--- config.mk ---
export PLATFORM = sky130hd
export DESIGN_NAME = ctrl_ramdrv_mc_flat
export DESIGN_NICKNAME = d
export VERILOG_FILES = /design/src/rtl/ctrl_ramdrv_mc_pkg.sv /design/src/rtl/ctrl_ramdrv_mc_if.sv /design/src/rtl/ctrl_ramdrv_mc_chregs.sv /design/src/rtl/ctrl_ramdrv_mc.sv /design/src/flat_wrapper.sv
export SDC_FILE = /design/constraint.sdc
export NUM_CORES = 1
export LEC_CHECK = 0
export ABC_AREA = 1
export BUFFER_PORTS_ARGS = -buffer_cell sky130_fd_sc_hd__buf_2
export CAP_MARGIN = 10
export CORE_UTILIZATION = 25
export CTS_CLUSTER_DIAMETER = 40
export DETAILED_ROUTE_END_ITERATION = 6
export PLACE_DENSITY = 0.45
export SYNTH_ARGS = -nofsm -noshare
export SYNTH_HDL_FRONTEND = slang
export SYNTH_SLANG_ARGS = --single-unit
--- constraint.sdc ---
create_clock -name clk -period 4.1 [get_ports clk]
set_input_delay 1.025 -clock clk [delete_from_list [all_inputs] [get_ports clk]]
set_output_delay 1.025 -clock clk [all_outputs]
set_load 0.005 [all_outputs]
--- src/rtl/ctrl_ramdrv_mc_pkg.sv ---
// Shared constants, FSM state encoding and helpers for the multi-channel RAM address driver.
package ctrl_ramdrv_mc_pkg;

  localparam int unsigned DEF_ADDR_WIDTH = 12;
  localparam int unsigned DEF_NCH        = 2;
  localparam int unsigned DEF_TAP_WIDTH  = 10;

  // Channel index width; a single channel still needs one select bit.
  function automatic int unsigned ch_width(input int unsigned n);
    return (n > 1) ? $clog2(n) : 1;
  endfunction

  localparam int unsigned DEF_CH_W = ch_width(DEF_NCH);

  typedef enum logic [1:0] {
    S_IDLE = 2'd0,
    S_CALC = 2'd1,
    S_DONE = 2'd2
  } state_e;

endpackage

--- src/rtl/ctrl_ramdrv_mc_if.sv ---
// Config, sample-write, convolution-request and RAM-address bus of the address driver.
interface ctrl_ramdrv_mc_if
  import ctrl_ramdrv_mc_pkg::*;
#(
  parameter int unsigned ADDR_WIDTH = DEF_ADDR_WIDTH,
  parameter int unsigned CH_W       = DEF_CH_W,
  parameter int unsigned TAP_WIDTH  = DEF_TAP_WIDTH
);
  logic                  cfg_we;
  logic [CH_W-1:0]       cfg_ch;
  logic [ADDR_WIDTH-1:0] cfg_bptr;
  logic [ADDR_WIDTH-1:0] cfg_lptr;
  logic                  smp_we;
  logic [CH_W-1:0]       smp_ch;
  logic [ADDR_WIDTH-1:0] smp_addr;
  logic                  start;
  logic [CH_W-1:0]       start_ch;
  logic [ADDR_WIDTH-1:0] coef_ptr;
  logic [TAP_WIDTH-1:0]  taps;
  logic                  busy;
  logic                  addr_vld;
  logic [ADDR_WIDTH-1:0] data_addr;
  logic [ADDR_WIDTH-1:0] coef_addr;
  logic                  conv_last;
  logic                  conv_pass;

  modport master (
    output cfg_we, cfg_ch, cfg_bptr, cfg_lptr, smp_we, smp_ch,
           start, start_ch, coef_ptr, taps,
    input  smp_addr, busy, addr_vld, data_addr, coef_addr, conv_last, conv_pass
  );

  modport slave (
    input  cfg_we, cfg_ch, cfg_bptr, cfg_lptr, smp_we, smp_ch,
           start, start_ch, coef_ptr, taps,
    output smp_addr, busy, addr_vld, data_addr, coef_addr, conv_last, conv_pass
  );
endinterface

--- src/rtl/ctrl_ramdrv_mc_chregs.sv ---
// Per-channel ring segment bounds and write pointers, with two combinational read ports.
module ctrl_ramdrv_mc_chregs #(
  parameter int unsigned ADDR_WIDTH = 12,
  parameter int unsigned NCH        = 2,
  parameter int unsigned CH_W       = 1
) (
  input  logic                  clk,
  input  logic                  rst,
  input  logic                  cfg_we,
  input  logic [CH_W-1:0]       cfg_ch,
  input  logic [ADDR_WIDTH-1:0] cfg_bptr,
  input  logic [ADDR_WIDTH-1:0] cfg_lptr,
  input  logic                  smp_we,
  input  logic [CH_W-1:0]       smp_ch,
  output logic [ADDR_WIDTH-1:0] smp_wp,
  input  logic [CH_W-1:0]       rd_ch,
  output logic                  rd_ok,
  output logic [ADDR_WIDTH-1:0] rd_bptr,
  output logic [ADDR_WIDTH-1:0] rd_lptr,
  output logic [ADDR_WIDTH-1:0] rd_wp
);
  logic [ADDR_WIDTH-1:0] bptr_q [NCH];
  logic [ADDR_WIDTH-1:0] lptr_q [NCH];
  logic [ADDR_WIDTH-1:0] wp_q   [NCH];
  logic                  smp_ok;

  // Out-of-range channel selects never match a register index, so writes to them drop out.
  always_ff @(posedge clk) begin
    if (rst) begin
      for (int c = 0; c < NCH; c++) begin
        bptr_q[c] <= '0;
        lptr_q[c] <= '0;
        wp_q[c]   <= '0;
      end
    end else begin
      for (int c = 0; c < NCH; c++) begin
        if (cfg_we && (cfg_ch == CH_W'(c))) begin
          bptr_q[c] <= cfg_bptr;
          lptr_q[c] <= cfg_lptr;
          wp_q[c]   <= cfg_bptr;
        end else if (smp_we && (smp_ch == CH_W'(c))) begin
          wp_q[c] <= (wp_q[c] == lptr_q[c]) ? bptr_q[c] : wp_q[c] + ADDR_WIDTH'(1);
        end
      end
    end
  end

  assign smp_ok  = ({1'b0, smp_ch} < (CH_W+1)'(NCH));
  assign rd_ok   = ({1'b0, rd_ch} < (CH_W+1)'(NCH));
  assign smp_wp  = smp_ok ? wp_q[smp_ch]   : '0;
  assign rd_bptr = rd_ok  ? bptr_q[rd_ch]  : '0;
  assign rd_lptr = rd_ok  ? lptr_q[rd_ch]  : '0;
  assign rd_wp   = rd_ok  ? wp_q[rd_ch]    : '0;
endmodule

--- src/rtl/ctrl_ramdrv_mc.sv ---
// Multi-channel RAM address driver: sample write slots plus newest-to-oldest convolution walk.
module ctrl_ramdrv_mc
  import ctrl_ramdrv_mc_pkg::*;
#(
  parameter int unsigned ADDR_WIDTH = DEF_ADDR_WIDTH,
  parameter int unsigned NCH        = DEF_NCH,
  parameter int unsigned TAP_WIDTH  = DEF_TAP_WIDTH
) (
  input  logic             clk,
  input  logic             rst,
  ctrl_ramdrv_mc_if.slave  bus
);
  localparam int unsigned CH_W = ch_width(NCH);

  state_e                state_q, state_n;
  logic [ADDR_WIDTH-1:0] bptr_q, bptr_n, lptr_q, lptr_n;
  logic [ADDR_WIDTH-1:0] data_q, data_n, coef_q, coef_n;
  logic [TAP_WIDTH-1:0]  cnt_q, cnt_n;
  logic                  vld_q, vld_n, last_q, last_n, pass_q, pass_n, busy_q, busy_n;
  logic                  rd_ok;
  logic [ADDR_WIDTH-1:0] rd_bptr, rd_lptr, rd_wp;

  // One step toward older samples, wrapping from the segment base to its top.
  function automatic logic [ADDR_WIDTH-1:0] ring_dec(input logic [ADDR_WIDTH-1:0] a,
                                                     input logic [ADDR_WIDTH-1:0] b,
                                                     input logic [ADDR_WIDTH-1:0] l);
    return (a == b) ? l : a - ADDR_WIDTH'(1);
  endfunction

  ctrl_ramdrv_mc_chregs #(
    .ADDR_WIDTH (ADDR_WIDTH),
    .NCH        (NCH),
    .CH_W       (CH_W)
  ) u_chregs (
    .clk      (clk),
    .rst      (rst),
    .cfg_we   (bus.cfg_we),
    .cfg_ch   (bus.cfg_ch),
    .cfg_bptr (bus.cfg_bptr),
    .cfg_lptr (bus.cfg_lptr),
    .smp_we   (bus.smp_we),
    .smp_ch   (bus.smp_ch),
    .smp_wp   (bus.smp_addr),
    .rd_ch    (bus.start_ch),
    .rd_ok    (rd_ok),
    .rd_bptr  (rd_bptr),
    .rd_lptr  (rd_lptr),
    .rd_wp    (rd_wp)
  );

  always_ff @(posedge clk) begin
    if (rst) begin
      state_q <= S_IDLE;
      bptr_q  <= '0;
      lptr_q  <= '0;
      data_q  <= '0;
      coef_q  <= '0;
      cnt_q   <= '0;
      vld_q   <= 1'b0;
      last_q  <= 1'b0;
      pass_q  <= 1'b0;
      busy_q  <= 1'b0;
    end else begin
      state_q <= state_n;
      bptr_q  <= bptr_n;
      lptr_q  <= lptr_n;
      data_q  <= data_n;
      coef_q  <= coef_n;
      cnt_q   <= cnt_n;
      vld_q   <= vld_n;
      last_q  <= last_n;
      pass_q  <= pass_n;
      busy_q  <= busy_n;
    end
  end

  // cnt_q counts beats still to be presented, including the one currently on the bus.
  always_comb begin
    state_n = state_q;
    bptr_n  = bptr_q;
    lptr_n  = lptr_q;
    data_n  = data_q;
    coef_n  = coef_q;
    cnt_n   = cnt_q;
    vld_n   = 1'b0;
    last_n  = 1'b0;
    pass_n  = 1'b0;
    busy_n  = 1'b0;
    case (state_q)
      S_IDLE: begin
        if (bus.start && rd_ok) begin
          state_n = S_CALC;
          bptr_n  = rd_bptr;
          lptr_n  = rd_lptr;
          data_n  = ring_dec(rd_wp, rd_bptr, rd_lptr);
          coef_n  = bus.coef_ptr;
          cnt_n   = (bus.taps == '0) ? TAP_WIDTH'(1) : bus.taps;
          vld_n   = 1'b1;
          last_n  = (cnt_n == TAP_WIDTH'(1));
          busy_n  = 1'b1;
        end
      end
      S_CALC: begin
        busy_n = 1'b1;
        if (cnt_q == TAP_WIDTH'(1)) begin
          state_n = S_DONE;
          pass_n  = 1'b1;
        end else begin
          cnt_n  = cnt_q - TAP_WIDTH'(1);
          data_n = ring_dec(data_q, bptr_q, lptr_q);
          coef_n = coef_q + ADDR_WIDTH'(1);
          vld_n  = 1'b1;
          last_n = (cnt_q == TAP_WIDTH'(2));
        end
      end
      S_DONE: begin
        state_n = S_IDLE;
      end
      default: begin
        state_n = S_IDLE;
      end
    endcase
  end

  assign bus.busy      = busy_q;
  assign bus.addr_vld  = vld_q;
  assign bus.data_addr = data_q;
  assign bus.coef_addr = coef_q;
  assign bus.conv_last = last_q;
  assign bus.conv_pass = pass_q;
endmodule

--- src/flat_wrapper.sv ---
// flat-port wrapper written by rule: the top's interface ports become plain ports
module ctrl_ramdrv_mc_flat import ctrl_ramdrv_mc_pkg::*;
#(
  parameter int unsigned ADDR_WIDTH = DEF_ADDR_WIDTH,
  parameter int unsigned NCH        = DEF_NCH,
  parameter int unsigned TAP_WIDTH  = DEF_TAP_WIDTH
)
  (clk, rst, bus_cfg_we, bus_cfg_ch, bus_cfg_bptr, bus_cfg_lptr, bus_smp_we, bus_smp_ch, bus_start, bus_start_ch, bus_coef_ptr, bus_taps, bus_smp_addr, bus_busy, bus_addr_vld, bus_data_addr, bus_coef_addr, bus_conv_last, bus_conv_pass);
  ctrl_ramdrv_mc_if #(.ADDR_WIDTH(ADDR_WIDTH), .TAP_WIDTH(TAP_WIDTH)) bus_i ();
  input  logic clk;
  input  logic rst;
  input wire logic [$bits(bus_i.cfg_we)-1:0] bus_cfg_we;
  input wire logic [$bits(bus_i.cfg_ch)-1:0] bus_cfg_ch;
  input wire logic [$bits(bus_i.cfg_bptr)-1:0] bus_cfg_bptr;
  input wire logic [$bits(bus_i.cfg_lptr)-1:0] bus_cfg_lptr;
  input wire logic [$bits(bus_i.smp_we)-1:0] bus_smp_we;
  input wire logic [$bits(bus_i.smp_ch)-1:0] bus_smp_ch;
  input wire logic [$bits(bus_i.start)-1:0] bus_start;
  input wire logic [$bits(bus_i.start_ch)-1:0] bus_start_ch;
  input wire logic [$bits(bus_i.coef_ptr)-1:0] bus_coef_ptr;
  input wire logic [$bits(bus_i.taps)-1:0] bus_taps;
  output wire logic [$bits(bus_i.smp_addr)-1:0] bus_smp_addr;
  output wire logic [$bits(bus_i.busy)-1:0] bus_busy;
  output wire logic [$bits(bus_i.addr_vld)-1:0] bus_addr_vld;
  output wire logic [$bits(bus_i.data_addr)-1:0] bus_data_addr;
  output wire logic [$bits(bus_i.coef_addr)-1:0] bus_coef_addr;
  output wire logic [$bits(bus_i.conv_last)-1:0] bus_conv_last;
  output wire logic [$bits(bus_i.conv_pass)-1:0] bus_conv_pass;
  assign bus_i.cfg_we = bus_cfg_we;
  assign bus_i.cfg_ch = bus_cfg_ch;
  assign bus_i.cfg_bptr = bus_cfg_bptr;
  assign bus_i.cfg_lptr = bus_cfg_lptr;
  assign bus_i.smp_we = bus_smp_we;
  assign bus_i.smp_ch = bus_smp_ch;
  assign bus_i.start = bus_start;
  assign bus_i.start_ch = bus_start_ch;
  assign bus_i.coef_ptr = bus_coef_ptr;
  assign bus_i.taps = bus_taps;
  assign bus_smp_addr = bus_i.smp_addr;
  assign bus_busy = bus_i.busy;
  assign bus_addr_vld = bus_i.addr_vld;
  assign bus_data_addr = bus_i.data_addr;
  assign bus_coef_addr = bus_i.coef_addr;
  assign bus_conv_last = bus_i.conv_last;
  assign bus_conv_pass = bus_i.conv_pass;
  ctrl_ramdrv_mc #(.ADDR_WIDTH(ADDR_WIDTH), .NCH(NCH), .TAP_WIDTH(TAP_WIDTH)) u_core (.clk(clk), .rst(rst), .bus(bus_i));
endmodule
# After elaboration in Yosys (flattened, before gate mapping)
# Memory sizes are Yosys's and may differ from the RTL's.
# Index checks and enable logic that the tools add are counted.
[word_totals]
wordCells = 101
regBits = 64
mem_bits_rw = 72
n_memories = 3
output_inout_bits = 40
[memory_table]
columns = ["name", "depth", "word_bits", "read_ports", "rd_ports_with_merged_regs", "wr", "line_no", "rtl"]
rows = [
  ["u_core.u_chregs.bptr_q", 2, 12, 3, 0, 2, "ctrl_ramdrv_mc_chregs.sv:22", "logic [ADDR_WIDTH-1:0] bptr_q [NCH];"],
  ["u_core.u_chregs.lptr_q", 2, 12, 3, 0, 2, "ctrl_ramdrv_mc_chregs.sv:23", "logic [ADDR_WIDTH-1:0] lptr_q [NCH];"],
  ["u_core.u_chregs.wp_q", 2, 12, 4, 0, 2, "ctrl_ramdrv_mc_chregs.sv:24", "logic [ADDR_WIDTH-1:0] wp_q [NCH];"],
]
[classes]
mux = 49
n_bitwise = 11
eq_ne = 11
reduce_logical = 11
add_sub_neg = 6
[ops]
columns = ["operator", "count"]
rows = [
  ["$mux W12", 16],
  ["$eq A12 B12 Y1", 4],
  ["$pmux W12 S2", 2],
  ["$add A12 B1 Y12 const B", 3],
  ["$mux W10", 3],
  ["$sub A12 B1 Y12 const B", 2],
  ["$mux W1", 21],
  ["$eq A10 B1 Y1 const B", 2],
  ["$pmux W10 S2", 1],
  ["$eq A10 B2 Y1 const B", 1],
  ["$logic_not A10 Y1", 1],
  ["$sub A10 B1 Y10 const B", 1],
  ["$or A1 B1 Y1", 8],
  ["$pmux W1 S2", 3],
  ["$logic_and A1 B1 Y1", 4],
  ["$mux W2", 2],
  ["$ne A2 B2 Y1 const B", 2],
  ["$pmux W2 S2", 1],
  ["$reduce_and A2 Y1", 2],
  ["$not A1 Y1", 3],
  ["$reduce_and A3 Y1", 1],
  ["$eq A2 B1 Y1 const B", 1],
  ["$logic_not A2 Y1", 1],
  ["$ne A2 B1 Y1 const B", 1],
  ["other kinds (2)", 2],
]

# Logic depth before layout (Yosys ltp)
# Gate-level depths: netlist (run 1).
[depth]
depth_word = 7
mapped_depth = 15
ltp_nobuf = 13

# By module
# A second synthesis (run 1) with hierarchy kept.
[hier_totals]
cells_unflattened = 1288
area_unflattened_um2 = 8819.7
[modules_own_cells]
columns = ["module", "area_per_inst_um2", "cells_each", "n_inst", "seq_area_each_um2"]
rows = [
  ["ctrl_ramdrv_mc_chregs", 4485.6, 565, 1, 2162.1],
  ["ctrl_ramdrv_mc", 4334.2, 723, 1, 1281.2],
]

# Least setup slack after synthesis (run 1)
# OpenSTA, ideal clock, no wires.
[synth_timing]
kind = "in2reg"
start = "in bus_cfg_we"
end = "mem u_core.u_chregs.wp_q[0][0] (enable)"
arrival_ns = 3.767
path_stages = 6
setup_slack_ns = 0.000
setup_time_ns = 0.333
path_cell_list = "inv_1 o21ai_0 inv_1 nand3_1 clkbuf_1 nand2_1"
[synth_rtl]
columns = ["item", "line_no", "rtl"]
rows = [
  ["start: declaration", "flat_wrapper.sv:12", "input wire logic [$bits(bus_i.cfg_we)-1:0] bus_cfg_we;"],
  ["end: declaration", "ctrl_ramdrv_mc_chregs.sv:24", ""],
]

# Worst setup path after layout (run 1)
[layout_timing]
start = "in bus_smp_ch"
end = "out bus_smp_addr[8]"
[layout_via]
elab_chain_len = 1
[layout_rtl]
columns = ["item", "line_no", "rtl"]
rows = [
  ["start: declaration", "flat_wrapper.sv:17", "input wire logic [$bits(bus_i.smp_ch)-1:0] bus_smp_ch;"],
  ["$mem_v2 Z2 W12", "n/a", ""],
  ["end: declaration", "flat_wrapper.sv:22", "output wire logic [$bits(bus_i.smp_addr)-1:0] bus_smp_addr;"],
]
# No other way between the ends.

==> run summary, run 1 <==
Status - complete, no violations
First-pass GRT wire length - 47.4 mm
Share of layout cells above drive strength 1 - 13.9%
Resize count post-CTS - 0
CTS H-tree lvls - 4
Post-Syn Nets - 1354
Final hold viol count - 0
Diode count - 0
Ys async rst share - 0%
Post-route setup TNS - 0 ns
Min Tclk post-route - 2.83 ns
IO Count - 94
Residual DRC - 0
Clk root buf - clkbuf_16
DRT Pass-1 Iters - 5
Largest net degree at the start of global routing - 55
EDFF count, synth - 72
Critical path capture point type - output pin
P per Cell Area - 416 mW/mm^2
Worst Setup Path Type - primary input to output pin
Clock latency on the worst-skew pair - 0.43 ns
Initial antenna violation count - 0
Post-route ant nets - 0
Nets@finish - 1427
Initial Util - 25.6%
Final wirelength - 31.1 mm
Global route overflow - 0
#FFs+latches synth - 136
Post-CTS Hold Buffers - 0
Area Growth Syn to Fin - 15.9%
Gate Count Post-Synth - 1292
Hold WC Path Type - flop to flop
Gr usage total - 17.3%
Via Count - 8414
Non-filler cells, final - 1833
Post-synthesis sequential area ratio - 38.5%
Library cells used by synthesis - 40
Die Y - 191 um
Gpl congestion - 0.887
Final setup violation count - 0
Clk buf depth - 2
CTS tree - done
Critical Path AT - 1.80 ns
Ys flop type - edfxtp_1
Switching Fraction - 35.0%
RSZ-0062 raised after global routing - false
Post-DP HPWL - 23.9 mm
Vias per cell - 4.59
Yosys warnings - 0
Slew headroom - 49.3%
Post-CTS Setup Repair Bufs - 0
Max-Cap Viols - 0
Synthesized area per cell - 6.92 um^2
Reg clk slew, reported paths - 0.06 ns
Multi-input gate area - 0.00450 mm^2
Fmax - 0.354 GHz
Critical Path RT - 3.07 ns
Pint - 2810 uW
Leak Pwr - 0.00491 uW
CP Launch Type - primary input
Worst slew pin tran - 0.753 ns
Die Area - 0.0365 mm^2
FF/Latch Area - 0.00344 mm^2
Synth Cell Area - 0.00894 mm^2
Combinational share of power - 24.7%
Clock share of power - 34.6%
Placed Cells - 1801
Worst clock skew - 0.0108 ns
Peak VDD IR - 0.000302 V
Total CTS buffers - 17
Vias in the first global route - 8063
# rows - 68
CTS Sinks - 136
Max-slew violations - 0
Sw Pwr - 1510 uW
PortBufs - 93
Filler cells - 3967
WL/cell - 16.9 um
Die W - 191 um
Core area - 0.0349 mm^2
Fin crit share - 69.0%
CP Max Fanout - 26
Initial DRC Count - 639
Seq pwr share - 40.7%
-- metal layers --
| layer | track usage [%] | vias up | part of all wire (%) |
|---|---|---|---|
| met3 | 2.88 | 28 | 5.0 |
| met1 | 24.4 | 3861 | 48 |
| met2 | 27.3 | 227 | 45 |
| li1 | - | 4298 | - |
| met4 | 4.33 | 0 | 1.6 |
| met5 | 0 | - | 0 |
-- layout make-up --
type / instances / area share (%)
Timing Repair Buffer: 114 / 6.01
Clock inverter: 13 / 1.15
Sequential cell: 136 / 33.2
Multi-Input combinational cell: 920 / 43.5
Inverter: 176 / 6.38
Clock buffer: 19 / 4.27
Tap cell: 455 / 5.49
-- kinds of logic (layout without fill, tap and decap cells) --
group,Yosys count,in the layout,share of synthesized area (%)
AO/OA/AOI/OAI,154,154,9.92
XOR/XNOR,55,55,5.39
adder cells (fa/ha/maj),8,8,1.12
buffers and inverters,236,322,11.1
flip-flops,136,136,38.5
multiplexers,8,8,0.896
AND/OR/NAND/NOR,695,695,33.0
-- through the flow --
| stage | hold WS [ns] | util [%] | cell area [um^2] | setup WS (ns) | power, uW |
|---|---|---|---|---|---|
| after detailed placement | 0.457 | 28.1 | 9800 | 0.896 | 2850 |
| after global placement | 0.450 | 28.1 | 9800 | 0.899 | 2850 |
| after CTS | 0.469 | 29.7 | 10400 | 1.27 | 4350 |
| after global routing | 0.483 | 29.7 | 10400 | 1.04 | 4570 |
| after floorplan | 0.423 | - | 8940 | 0.698 | 2460 |
| final | 0.468 | 29.7 | 10400 | 1.27 | 4320 |
-- sequential cells by signal (all words and copies together), names as in the netlist, 2 cells and up --
| name | flops |
|---|---|
| u_core.bus.data_addr | 12 |
| u_core.state_q | 2 |
| u_core.lptr_q | 12 |
| u_core.u_chregs.bptr_q | 24 |
| u_core.u_chregs.lptr_q | 24 |
| u_core.u_chregs.wp_q | 24 |
| u_core.bptr_q | 12 |
| u_core.cnt_q | 10 |
| u_core.bus.coef_addr | 12 |
-- cell usage after synthesis (2+ instances only) --
cell type | number | area, um^2
buf_4 | 2 | 15.0
a21oi_1 | 24 | 120
a21oi_2 | 11 | 96.3
o211ai_1 | 5 | 37.5
buf_6 | 8 | 90.1
nor2_2 | 4 | 25.0
nand3_1 | 123 | 616
nor2_1 | 111 | 417
ha_1 | 8 | 100
xor2_1 | 43 | 377
nor4_1 | 2 | 12.5
nor3_1 | 16 | 80.1
nor3_2 | 2 | 20.0
o21ai_1 | 4 | 20.0
o31ai_1 | 4 | 30.0
inv_2 | 7 | 26.3
clkbuf_2 | 2 | 10.0
buf_2 | 22 | 110
a31oi_1 | 5 | 31.3
dfxtp_1 | 64 | 1280
o21ai_0 | 83 | 415
xnor2_1 | 12 | 105
mux2i_1 | 8 | 80.1
or2_2 | 4 | 25.0
a211oi_1 | 16 | 120
nand2_1 | 387 | 1450
edfxtp_1 | 72 | 2160
clkbuf_1 | 22 | 82.6
inv_1 | 169 | 634
nand2_2 | 15 | 93.8
buf_1 | 3 | 11.3
nand4_1 | 26 | 163
-- critical path, stage by stage --
cell     delay [ns]
buf_2          0.39
nand2_1        0.10
o21ai_0        0.13
buf_2          0.16
-- power groups by stage --
stage	clock network, uW	registers, uW	logic, uW
floorplan	0	1710	750
global placement	0	1790	1070
detailed placement	0	1790	1060
CTS	1520	1760	1070
global route	1570	1770	1220
finish	1490	1760	1070
-- layout by cell type, fill, tap and decap left out, types with 11 or more instances in the layout --
cell and n:
nand2_1 387, inv_1 169, nand3_1 123, nor2_1 111, buf_2 93, o21ai_0 82
edfxtp_1 72, dfxtp_1 64, xor2_1 43, nand4_1 26, a21oi_1 24, buf_4 21
clkbuf_16 17, a211oi_1 16, nor3_1 16, nand2_2 15, xnor2_1 12, a21oi_2 11
-- worst paths after layout --
check	depth (start not counted)	end	startpoint	slack, ns
setup / recovery	4	bus_smp_addr[8]	bus_smp_ch	1.27
hold / removal	2	u_core.bptr_q[5]$_SDFFE_PP0P_	u_core.bptr_q[5]$_SDFFE_PP0P_	0.47
setup reg to reg	9	u_core.u_chregs.wp_q[0][6]$_SDFFCE_PP0P_	u_core.u_chregs.wp_q[0][7]$_SDFFCE_PP0P_	1.61
hold reg to reg	2	u_core.bptr_q[5]$_SDFFE_PP0P_	u_core.bptr_q[5]$_SDFFE_PP0P_	0.47
No activity file was read; power rests on OpenSTA's default activity.
==> inputs of run 2 (changes only) <==
Settings changed: PLACE_DENSITY 0.45 to 0.44.
Clock period 4.1 ns to 2.9 ns, I/O delays scaled along.
==> run 2 against run 1 <==
Against the previous run: sequential power is 41% higher; clock power is 46% higher; combinational power is 44% higher; sequential share of layout area is 0.38 points lower; wire length is 1.3% higher; sequential cell count stayed put; setup slack worse by 0.80 ns; die area stayed put; utilization is 0.34 points higher; clock skew is 0.0048 ns higher; largest cell class unchanged; largest power group unchanged.
==> run summary, run 2 (same netlist as run 1, synthesis figures left out) <==
Status - complete, no violations
Post-CTS Hold Buffers - 0
Initial antenna violation count - 0
Reg-to-reg setup timing slack - 0.48 ns
Worst clock skew - 0.0157 ns
Largest regs - u_core.u_chregs.bptr_q (24), u_core.u_chregs.lptr_q (24), u_core.u_chregs.wp_q (24)
Commonest cells after routing, fill and taps aside - nand2_1, inv_1, nand3_1, nor2_1, buf_2
Final hold viol count - 0
Post-route setup TNS - 0 ns
Hold WC Path Type - flop to flop
Non-filler cells, final - 1844
Clock latency on the worst-skew pair - 0.44 ns
Max-Cap Viols - 0
Leak Pwr - 0.00499 uW
Diode count - 0
Initial Util - 25.6%
Critical path capture point type - flop
PortBufs - 93
Critical Path AT - 2.72 ns
Peak VDD IR - 0.000425 V
Critical Path RT - 3.20 ns
Fmax - 0.412 GHz
CP Launch Type - flop
P per Cell Area - 591 mW/mm^2
Nets@finish - 1438
Core area - 0.0349 mm^2
Die Y - 191 um
Clk buf depth - 2
RSZ-0062 raised after global routing - false
Worst Setup Path Type - flop to flop
IO Count - 94
Die Area - 0.0365 mm^2
Residual DRC - 0
CTS tree - done
Total CTS buffers - 17
Slew headroom - 52.9%
Placed Area - 0.00991 mm^2
# rows - 68
Worst slew pin tran - 0.699 ns
Clk root buf - clkbuf_16
Post-DP HPWL - 24.1 mm
Worst Setup EP - u_core.u_chregs.wp_q[1][11]$_DFFE_PP_
Die W - 191 um
Filler cells - 3920
DRT Pass-1 Iters - 5
CTS Sinks - 136
Max-slew violations - 0
Reg clk slew, reported paths - 0.07 ns
Initial DRC Count - 581
R2R Path End - u_core.u_chregs.wp_q[1][11]$_DFFE_PP_
Cell area after layout - 0.0105 mm^2
WL/cell - 17.1 um
Via Count - 8490
Gr usage total - 17.4%
R2r startpoint - u_core.u_chregs.wp_q[1][0]$_DFFE_PP_
Worst r2r path cells - 6
Gpl congestion - 0.876
Worst setup startpoint - u_core.u_chregs.wp_q[1][0]$_DFFE_PP_
CP Max Fanout - 12
Commonest non-fill, non-tap cell in the layout - nand2_1
Global route overflow - 0
Vias per cell - 4.60
Share of layout cells above drive strength 1 - 14.5%
Largest net degree at the start of global routing - 56
Min Tclk post-route - 2.42 ns
Final setup violation count - 0
Area Growth Syn to Fin - 17.3%
CTS H-tree lvls - 4
First-pass GRT wire length - 47.7 mm
Placed Cells - 1812
Post-route ant nets - 0
Resize count post-CTS - 0
Vias in the first global route - 7978
Post-CTS Setup Repair Bufs - 0
Fin crit share - 83.6%
Final wirelength - 31.5 mm
[run 2: cell count changes in the layout (fill, tap and decap cells not counted)]
cell        change
buf_12          +2
clkinv_4        -2
inv_6           +2
clkinvlp_4      -1
clkbuf_16       +2
bufinv_16       -1
buf_4           +9
[run 2: worst min-delay path by stage]
stage                                              start  slack, ns  cells past startpoint                         endpoint
after global placement      u_core.cnt_q[9]$_SDFFE_PP0P_       0.45                      2     u_core.cnt_q[9]$_SDFFE_PP0P_
final                     u_core.state_q[1]$_SDFFE_PP0P_       0.47                      1  u_core.bus.conv_last$_SDFF_PP0_
after detailed placement   u_core.bptr_q[3]$_SDFFE_PP0P_       0.46                      2    u_core.bptr_q[3]$_SDFFE_PP0P_
after floorplan           u_core.state_q[1]$_SDFFE_PP0P_       0.42                      1  u_core.bus.conv_last$_SDFF_PP0_
after global routing      u_core.state_q[1]$_SDFFE_PP0P_       0.48                      1  u_core.bus.conv_last$_SDFF_PP0_
after CTS                  u_core.bptr_q[3]$_SDFFE_PP0P_       0.47                      2    u_core.bptr_q[3]$_SDFFE_PP0P_
[run 2: final cells by class]
class                           instances  area [um^2]  area share (%)
Tap cell                              455          569            5.43
Clock inverter                         11         81.3           0.776
Multi-Input combinational cell        920         4500            43.0
Clock buffer                           21          493            4.70
Timing Repair Buffer                  125          731            6.97
Inverter                              176          661            6.30
Sequential cell                       136         3440            32.8
[run 2: power by group]
group / total [uW] / switching (uW) / internal (uW)
combinational: 1540 / 1010 / 535
sequential: 2480 / 235 / 2240
clock: 2170 / 942 / 1230
[run 2: critical path: stages (launching register included)]
cell	delay, ns
edfxtp_1	0.62
xor2_1	0.24
nor4_2	0.51
nand3_1	0.52
nand2_1	0.19
nand3_1	0.12
nand2_1	0.08
[run 2: stage by stage]
stage / power [uW] / utilization (%) / setup slack (ns) / hold WS [ns]
final: 6190 / 30.1 / 0.475 / 0.468
after global routing: 6520 / 30.1 / 0.382 / 0.484
after CTS: 6230 / 30.1 / 0.539 / 0.468
after detailed placement: 4060 / 28.4 / 0.380 / 0.457
after global placement: 4060 / 28.4 / 0.370 / 0.453
after floorplan: 3480 / - / 0.284 / 0.423
[run 2: layer usage]
layer  GRT usage [%]  wire [um]
met2            27.2      14000
met3            2.57       1550
met5               0          0
met1            24.4      15200
met4            5.71        673
